$ cat config.mk
export PLATFORM = sky130hd
export DESIGN_NAME = branch_pc_unit
export DESIGN_NICKNAME = d
export VERILOG_FILES = /design/src/rtl/branch_pc_unit.sv
export SDC_FILE = /design/constraint.sdc
export NUM_CORES = 1
export LEC_CHECK = 0
export BUFFER_PORTS_ARGS = -buffer_cell sky130_fd_sc_hd__buf_2
export CORE_UTILIZATION = 53
export DETAILED_ROUTE_END_ITERATION = 12
export PLACE_DENSITY = 0.75
export SLEW_MARGIN = 20
export SYNTH_ARGS = -nofsm -noshare
export SYNTH_HDL_FRONTEND = slang
export SYNTH_SLANG_ARGS = --single-unit
$ cat constraint.sdc
create_clock -name CLK -period 5.4 [get_ports CLK]
set_clock_uncertainty 0.05 [all_clocks]
set_input_delay 0.54 -clock CLK [delete_from_list [all_inputs] [get_ports CLK]]
set_output_delay 0.54 -clock CLK [all_outputs]
set_load 0.005 [all_outputs]
$ cat src/rtl/branch_pc_unit.sv
// branch_pc_unit: fetch-stage program counter with compare-branch resolution,
// optional MIPS delay slot, invalid-PC trap, illegal-op pulse and a saturating
// taken-branch counter.
//
// state   | meaning
// --------+-----------------------------------------------------------
// IDLE    | normal sequential fetch; a taken branch is resolved here
// PENDING | delay-slot instruction fetched; next edge loads pend_tgt
module branch_pc_unit #(
  parameter int              XLEN       = 32,
  parameter logic [XLEN-1:0] RESET_PC   = 32'h00400000,
  parameter int              IMEM_WORDS = 1024,
  parameter bit              DELAY_SLOT = 1'b1,
  parameter int              CNT_W      = 16
) (
  input  logic             CLK,
  input  logic             reset,
  input  logic             stall,
  input  logic             br_en,
  input  logic [2:0]       br_type,
  input  logic [XLEN-1:0]  rs_val,
  input  logic [XLEN-1:0]  rt_val,
  input  logic [15:0]      imm16,
  output logic [XLEN-1:0]  pc,
  output logic             taken,
  output logic             invpc,
  output logic             iop,
  output logic [CNT_W-1:0] taken_cnt
);

  typedef enum logic {IDLE = 1'b0, PENDING = 1'b1} state_t;

  // Valid range compared one bit wider so RESET_PC + size cannot overflow.
  localparam logic [XLEN:0]    PC_LO   = {1'b0, RESET_PC};
  localparam logic [XLEN:0]    PC_HI   = PC_LO + (XLEN+1)'(4 * IMEM_WORDS);
  localparam logic [CNT_W-1:0] CNT_MAX = '1;

  state_t           state_q, state_d;
  logic [XLEN-1:0]  pc_q, pc_d;
  logic [XLEN-1:0]  tgt_q, tgt_d;
  logic             invpc_q, invpc_d;
  logic             iop_q, iop_d;
  logic [CNT_W-1:0] cnt_q, cnt_d;

  logic             cond;
  logic             illegal;
  logic             accept;
  logic             taken_w;
  logic             rs_neg;
  logic             rs_zero;
  logic [XLEN-1:0]  br_off;
  logic [XLEN-1:0]  pc_plus4;
  logic [XLEN-1:0]  target;
  logic             pc_d_ok;

  // State register: all architectural state, synchronous reset.
  always_ff @(posedge CLK) begin
    if (reset) begin
      state_q <= IDLE;
      pc_q    <= RESET_PC;
      tgt_q   <= '0;
      invpc_q <= 1'b0;
      iop_q   <= 1'b0;
      cnt_q   <= '0;
    end else begin
      state_q <= state_d;
      pc_q    <= pc_d;
      tgt_q   <= tgt_d;
      invpc_q <= invpc_d;
      iop_q   <= iop_d;
      cnt_q   <= cnt_d;
    end
  end

  // Branch decode: signed compare, acceptance and target address.
  always_comb begin
    rs_neg   = rs_val[XLEN-1];
    rs_zero  = (rs_val == '0);
    illegal  = br_type[2] & br_type[1];
    cond     = 1'b0;
    case (br_type)
      3'd0:    cond = (rs_val == rt_val);
      3'd1:    cond = (rs_val != rt_val);
      3'd2:    cond = rs_neg | rs_zero;
      3'd3:    cond = ~rs_neg & ~rs_zero;
      3'd4:    cond = rs_neg;
      3'd5:    cond = ~rs_neg;
      default: cond = 1'b0;
    endcase
    // A branch sitting in the delay slot is not a branch at all.
    accept   = br_en & ~stall & ~invpc_q & ~(DELAY_SLOT && (state_q == PENDING));
    taken_w  = accept & cond;
    br_off   = {{(XLEN-18){imm16[15]}}, imm16, 2'b00};
    pc_plus4 = pc_q + XLEN'(4);
    target   = pc_plus4 + br_off;
  end

  // Next-state: PC sequencing, range trap and counter.
  always_comb begin
    state_d = state_q;
    pc_d    = pc_q;
    tgt_d   = tgt_q;
    invpc_d = invpc_q;
    cnt_d   = cnt_q;
    iop_d   = accept & illegal;
    pc_d_ok = 1'b1;
    if (!stall && !invpc_q) begin
      case (state_q)
        PENDING: begin
          pc_d    = tgt_q;
          state_d = IDLE;
        end
        default: begin
          if (taken_w && DELAY_SLOT) begin
            pc_d    = pc_plus4;
            tgt_d   = target;
            state_d = PENDING;
          end else if (taken_w) begin
            pc_d = target;
          end else begin
            pc_d = pc_plus4;
          end
        end
      endcase
      // The out-of-range value is still loaded; invpc then freezes it.
      pc_d_ok = ({1'b0, pc_d} >= PC_LO) && ({1'b0, pc_d} < PC_HI);
      invpc_d = ~pc_d_ok;
      if (taken_w && (cnt_q != CNT_MAX)) begin
        cnt_d = cnt_q + CNT_W'(1);
      end
    end
  end

  // Outputs: registered state plus the same-cycle taken decision.
  always_comb begin
    pc        = pc_q;
    taken     = taken_w;
    invpc     = invpc_q;
    iop       = iop_q;
    taken_cnt = cnt_q;
  end

endmodule
# Word level (Yosys, flattened, before mapping)

Cells that the tools add are included.
Widths: inputs -> output; s select.

Flip-flop bits (word level): 83
Bits in latches: 0
Bits in writable memories: 0
Memory bits (read-only): 0
Input bits: 87
Output and inout port bits: 51
Logic and storage cells: 47
Memories: 0

$add $sub $neg: 3
Multiply operators: 0
Divide/modulo/power cells: 0
Magnitude comparators: 2
Eq/ne operators: 8
Shift-type cells: 0
Multiplexer cells: 5
Bitwise operators: 14
Reductions and logical operators: 9

Operators with widths:

| cell                  | number |
|---|---|
| $mux 32               | 2 |
| $add 32x3->32 const B | 1 |
| $add 32x32->32        | 1 |
| $eq 32x32->1          | 1 |
| $ge 32x23->1 const B  | 1 |
| $logic_not 32->1      | 1 |
| $lt 32x23->1 const B  | 1 |
| $ne 32x32->1          | 1 |
| $add 16x1->16 const B | 1 |
| $ne 16x16->1 const B  | 1 |
| $and 1x1->1           | 7 |
| $eq 3x2->1 const B    | 2 |
| $eq 3x3->1 const B    | 2 |
| $not 1->1             | 6 |
| $pmux 1 s6            | 1 |
| $eq 3x1->1 const B    | 1 |
| $logic_and 1x1->1     | 3 |
| $logic_not 3->1       | 1 |
| $reduce_and 3->1      | 1 |
| $logic_not 1->1       | 2 |
| $mux 1                | 2 |
| $reduce_and 2->1      | 1 |
| $or 1x1->1            | 1 |

# Logic depth before layout (Yosys ltp)

Depth in word-level cells: 7
Depth in mapped cells: 15
Gate-level depth less buffers: 13

# Worst setup path after synthesis

Ideal clock, no wire load.

Path type: reg2reg
From: register pc_q[6] (netlist: pc[6])
To: register tgt_q[28]
Setup time: 0.064 ns
Arrival time: 3.365 ns
Required time: 5.286 ns
Slack: 1.921 ns
Cell stages (with the launch flop): 15
Path buffers: 1
Period minus slack after synthesis: 3.479 ns
Path through: dfxtp_1 -> clkbuf_2 -> nand4_2 -> nor4_4 -> nand4_1 -> xnor2_1 -> ha_1 -> a211o_1 -> or2_0 -> a311oi_2 -> nor2_2 -> a31oi_1 -> o21ai_0 -> or4_1 -> nand4_1

Cells in the longest elaborated chain, start to end: 2

Ends and longest elaborated chain:

| item                     | RTL line | source |
|---|---|---|
| start: declaration       | 39       | `logic [XLEN-1:0] pc_q, pc_d;` |
| start signal: assignment | 67       | `pc_q <= pc_d;` |
| $add 32x3->32            | 94       | `pc_plus4 = pc_q + XLEN'(4);` |
| $add 32x32->32           | 95       | `target = pc_plus4 + br_off;` |
| end signal: assignment   | 68       | `tgt_q <= tgt_d;` |
| end: declaration         | 40       | `logic [XLEN-1:0] tgt_q, tgt_d;` |

No other way between the ends.
A chain may end at the register's enable or synchronous reset.

# Worst setup path in the final report

From: register pc_q[4] (netlist: pc[4])
To: register tgt_q[28]

The elaborated chain is that of the path after synthesis.

==> metrics.txt <==
# TYPE chip_impl_metric gauge
chip_impl_info{name="status",value="finished, violations left"} 1
chip_impl_info{name="violations",value="design-rule violations"} 1
chip_impl_metric{name="cp_data_arrival_time",unit="ps"} 4190
chip_impl_metric{name="placed_area",unit="µm²"} 7036
chip_impl_metric{name="post-route-worst-setup-slack",unit="ps"} 1454
chip_impl_metric{name="synth.distinct_cells",unit=""} 80
chip_impl_metric{name="fin_nets",unit=""} 1039
chip_impl_metric{name="cts_buffers",unit=""} 9
chip_impl_metric{name="post-route-period-util",unit=""} 0.7308
chip_impl_metric{name="routed_wirelength",unit="mm"} 17.83
chip_impl_metric{name="post-place-cells",unit=""} 1048
chip_impl_metric{name="power_per_cell_area",unit="nW/µm²"} 223.0
chip_impl_metric{name="core_area",unit="µm²"} 11560
chip_impl_metric{name="place.port_buffers",unit=""} 137
chip_impl_metric{name="max_stage_delay",unit="ps"} 530
chip_impl_metric{name="htree_num_levels",unit=""} 3
chip_impl_metric{name="chipWidth",unit="µm"} 111.5
chip_impl_metric{name="grt_antenna_before_repair",unit=""} 0
chip_impl_metric{name="starting_density_of_the_core",unit=""} 0.5493
chip_impl_metric{name="via_count",unit=""} 6411
chip_impl_metric{name="synth_edf_count",unit=""} 0
chip_impl_metric{name="power",unit="W"} 0.001642
chip_impl_metric{name="pin_count",unit=""} 138
chip_impl_info{name="cts_tree",value="yes"} 1
chip_impl_metric{name="area_growth_syn_to_layout",unit="%"} 15.90
chip_impl_metric{name="post_cts_resize_count",unit=""} 0
chip_impl_metric{name="leakagePower",unit="nW"} 3.164
chip_impl_metric{name="headroom_to_the_max_slew_limit",unit=""} 0.4121
chip_impl_metric{name="grt_pass1_vias",unit=""} 5933
chip_impl_metric{name="cts_sinks",unit=""} 83
chip_impl_info{name="clockRootBuffer",value="sky130_fd_sc_hd__clkbuf_16"} 1
chip_impl_metric{name="cts_hold_buf",unit=""} 0
chip_impl_metric{name="worst-path-max-fanout",unit=""} 10
chip_impl_metric{name="clock_slew_at_reported_path_ffs",unit="ps"} 60
chip_impl_metric{name="final_layout_size_suffix_gt1_frac",unit=""} 0.2054
chip_impl_metric{name="critical_path.n_buffers_inverters",unit=""} 0
chip_impl_metric{name="maximum_operating_frequency",unit="MHz"} 253.4
chip_impl_metric{name="grt_first_pass_wirelength",unit="mm"} 29.26
chip_impl_metric{name="drv_cap",unit=""} 0
chip_impl_metric{name="final_hpwl_from_detailed_placement",unit="mm"} 13.01
chip_impl_info{name="worstSetupPathType",value="reg -> reg"} 1
chip_impl_metric{name="drc_violations_left",unit=""} 17
chip_impl_metric{name="design_area",unit="µm²"} 7362
chip_impl_info{name="synth_area_leader_cell",value="sky130_fd_sc_hd__dfxtp_1"} 1
chip_impl_metric{name="postCtsSetupBuffers",unit=""} 0
chip_impl_metric{name="postRouteAntennaNets",unit=""} 0
chip_impl_metric{name="postSynthNetCount",unit=""} 931
chip_impl_metric{name="gr-total-overflow",unit=""} 0
chip_impl_info{name="setup.worst_path.start_class",value="flop"} 1
chip_impl_metric{name="die_area",unit="µm²"} 12430
chip_impl_info{name="rsz0062_at_grt",value="no"} 1
chip_impl_info{name="hold_path_class",value="reg -> reg"} 1
chip_impl_metric{name="rows",unit=""} 39
chip_impl_metric{name="max_slew.worst_pin.slew",unit="ps"} 881.8
chip_impl_info{name="critPathCaptureType",value="flop"} 1
chip_impl_info{name="ys_dominant_reg_cell",value="sky130_fd_sc_hd__dfxtp_1"} 1
chip_impl_metric{name="grt_start_max_net_pins",unit=""} 58
chip_impl_metric{name="clock_latency_reported_for_the_late_side_of_the_worst_skew_pair",unit="ps"} 350
chip_impl_metric{name="post-place-ws",unit="ps"} 1459
chip_impl_metric{name="postSynthCellCount",unit=""} 808
chip_impl_metric{name="synth.ff_latch_count",unit=""} 83
chip_impl_metric{name="post-synth-top-area-fraction",unit=""} 0.2616
chip_impl_metric{name="global_route.usage.total",unit=""} 0.2930
chip_impl_metric{name="critPathRequiredTime",unit="ps"} 5640
chip_impl_metric{name="drt_iter0_markers",unit=""} 460
chip_impl_metric{name="finalSetupTns",unit="ps"} 0
chip_impl_metric{name="ys_warns",unit=""} 0
chip_impl_metric{name="peakVddDrop",unit="µV"} 155.9
chip_impl_info{name="synth.area.top_cells",value="sky130_fd_sc_hd__dfxtp_1 (26%), sky130_fd_sc_hd__ha_1 (6.9%), sky130_fd_sc_hd__xor2_1 (6.3%)"} 1
chip_impl_info{name="worstPathCellList",value="nand4_2 -> nor4_4 -> nand4_1 -> xnor2_1 -> ha_1 -> a211o_1 -> or2_0 -> a311oi_2 -> nor2_2 -> a31oi_1 -> o21ai_0 -> or4_1 -> nand4_1"} 1
chip_impl_metric{name="floorplan.die.height",unit="µm"} 111.5
chip_impl_metric{name="synthArstFlopShare",unit=""} 0
chip_impl_metric{name="vias_per_cell",unit=""} 6.031
chip_impl_metric{name="cts_buffer_depth",unit=""} 2
chip_impl_info{name="cp_top_family",value="simple AND/OR/NAND/NOR gates"} 1
chip_impl_metric{name="synth.cell_area",unit="µm²"} 6352
chip_impl_metric{name="setup_viol",unit=""} 0
chip_impl_info{name="path_common_cell",value="sky130_fd_sc_hd__nand4_1"} 1
chip_impl_info{name="critPathSlowestCell",value="sky130_fd_sc_hd__nor4_4"} 1
chip_impl_metric{name="gp_routability_congestion",unit=""} 0.9315
chip_impl_metric{name="num_antenna_cells",unit=""} 0
chip_impl_metric{name="synth-seq-area-share",unit=""} 0.2616
chip_impl_metric{name="hold_violations",unit=""} 0
chip_impl_metric{name="post_synth.cell_area_avg",unit="µm²"} 7.862
chip_impl_metric{name="drt_pass1_iterations",unit=""} 9
chip_impl_metric{name="final-instance-count-excl-fill",unit=""} 1063
chip_impl_metric{name="detail_route.wl_per_cell",unit="µm"} 16.77
chip_impl_metric{name="slew_violations",unit=""} 0
chip_impl_metric{name="tmin_final",unit="ps"} 3946
-- cells in the final DEF (no fill, tap or decap), types with 6 or more instances in the layout --
cell type | netlist | routed
sky130_fd_sc_hd__a211oi_1 | 9 | 9
sky130_fd_sc_hd__a21o_1 | 8 | 8
sky130_fd_sc_hd__a21oi_1 | 80 | 80
sky130_fd_sc_hd__a221oi_1 | 12 | 12
sky130_fd_sc_hd__a31oi_1 | 7 | 7
sky130_fd_sc_hd__and3_1 | 15 | 15
sky130_fd_sc_hd__and4_1 | 7 | 7
sky130_fd_sc_hd__buf_2 | 13 | 137
sky130_fd_sc_hd__clkbuf_16 | 0 | 9
sky130_fd_sc_hd__dfxtp_1 | 83 | 82
sky130_fd_sc_hd__ha_1 | 35 | 35
sky130_fd_sc_hd__inv_1 | 20 | 20
sky130_fd_sc_hd__mux2_2 | 7 | 7
sky130_fd_sc_hd__mux2i_1 | 16 | 16
sky130_fd_sc_hd__nand2_1 | 94 | 94
sky130_fd_sc_hd__nand2b_1 | 8 | 8
sky130_fd_sc_hd__nand3_1 | 29 | 29
sky130_fd_sc_hd__nand4_1 | 20 | 20
sky130_fd_sc_hd__nor2_1 | 73 | 73
sky130_fd_sc_hd__nor2b_1 | 6 | 6
sky130_fd_sc_hd__nor3_1 | 14 | 14
sky130_fd_sc_hd__nor4_1 | 17 | 17
sky130_fd_sc_hd__o211ai_1 | 9 | 9
sky130_fd_sc_hd__o21a_1 | 6 | 6
sky130_fd_sc_hd__o21ai_0 | 17 | 17
sky130_fd_sc_hd__o31ai_1 | 6 | 6
sky130_fd_sc_hd__or3_1 | 7 | 7
sky130_fd_sc_hd__or4_1 | 6 | 6
sky130_fd_sc_hd__xnor2_1 | 39 | 39
sky130_fd_sc_hd__xor2_1 | 46 | 46
-- kinds of logic (layout without fill, tap and decap cells) --
family	Yosys count	after routing	share of synthesized area
compound gates	191	191	0.2009
mux	26	26	0.04412
flops	83	83	0.2616
xor+xnor	85	85	0.1172
simple gates	322	322	0.2582
fa+ha+maj	36	36	0.07209
buf+inv	65	177	0.04589
-- cell usage after synthesis (8+ instances only) --
library cell and n:
sky130_fd_sc_hd__nand2_1 94, sky130_fd_sc_hd__dfxtp_1 83, sky130_fd_sc_hd__a21oi_1 80, sky130_fd_sc_hd__nor2_1 73
sky130_fd_sc_hd__xor2_1 46, sky130_fd_sc_hd__xnor2_1 39, sky130_fd_sc_hd__ha_1 35, sky130_fd_sc_hd__nand3_1 29
sky130_fd_sc_hd__inv_1 20, sky130_fd_sc_hd__nand4_1 20, sky130_fd_sc_hd__clkbuf_1 17, sky130_fd_sc_hd__nor4_1 17
sky130_fd_sc_hd__o21ai_0 17, sky130_fd_sc_hd__mux2i_1 16, sky130_fd_sc_hd__and3_1 15, sky130_fd_sc_hd__nor3_1 14
sky130_fd_sc_hd__buf_2 13, sky130_fd_sc_hd__a221oi_1 12, sky130_fd_sc_hd__a211oi_1 9, sky130_fd_sc_hd__o211ai_1 9
sky130_fd_sc_hd__a21o_1 8, sky130_fd_sc_hd__nand2b_1 8
-- through the flow --
step | util | hold WS [ps]
after floorplan | - | 376.7
after global placement | 0.6084 | 385.1
after detailed placement | 0.6084 | 389.7
after CTS | 0.6366 | 396.6
after global routing | 0.6366 | 409.3
final | 0.6366 | 397.5
-- layer usage --
layer,track usage,vias up,part of all wire
met3,0.05498,32,0.073
li1,-,3157,-
met5,0,-,0
met4,0.1198,0,0.026
met1,0.3792,2990,0.45
met2,0.4804,232,0.45
-- path summary, 6_finish.rpt --
path                 start   endpoint  slack, ps  depth (start not counted)
setup / recovery     pc[4]  tgt_q[28]       1450                         13
hold / removal    tgt_q[5]   tgt_q[5]        400                          2
setup reg to reg     pc[4]  tgt_q[28]       1450                         13
hold reg to reg   tgt_q[5]   tgt_q[5]        400                          2
-- registers in the layout (all words and copies together) (netlist names) --
name	count
state_q	1
taken_cnt	16
tgt_q	32
pc	32
invpc	1
iop	1
-- area by class of cell --
| type | count | area [µm²] |
|---|---|---|
| Inverter | 21 | 78.83 |
| Clock buffer | 11 | 252.7 |
| Fill cell | 1082 | 4203 |
| Tap cell | 143 | 178.9 |
| Sequential cell | 83 | 1663 |
| Multi-Input combinational cell | 660 | 4399 |
| Clock inverter | 4 | 73.82 |
| Timing Repair Buffer | 141 | 715.7 |
-- worst reg2reg max path, cell delays in order (launching register included) --
cell and delay (ps):
sky130_fd_sc_hd__dfxtp_1 500, sky130_fd_sc_hd__nand4_2 220, sky130_fd_sc_hd__nor4_4 530, sky130_fd_sc_hd__nand4_1 180, sky130_fd_sc_hd__xnor2_1 210, sky130_fd_sc_hd__ha_1 320
sky130_fd_sc_hd__a211o_1 290, sky130_fd_sc_hd__or2_0 210, sky130_fd_sc_hd__a311oi_2 260, sky130_fd_sc_hd__nor2_2 120, sky130_fd_sc_hd__a31oi_1 280, sky130_fd_sc_hd__o21ai_0 160
sky130_fd_sc_hd__or4_1 480, sky130_fd_sc_hd__nand4_1 80
-- power breakdown --
part / switching [W] / internal, W / leakage (nW)
Combinational: 0.000182 / 0.000122 / 2.33
Clock: 0.000256 / 0.000428 / 0.162
Sequential: 0.0000220 / 0.000633 / 0.672
Note: power is estimated with default switching activity, not from simulation.
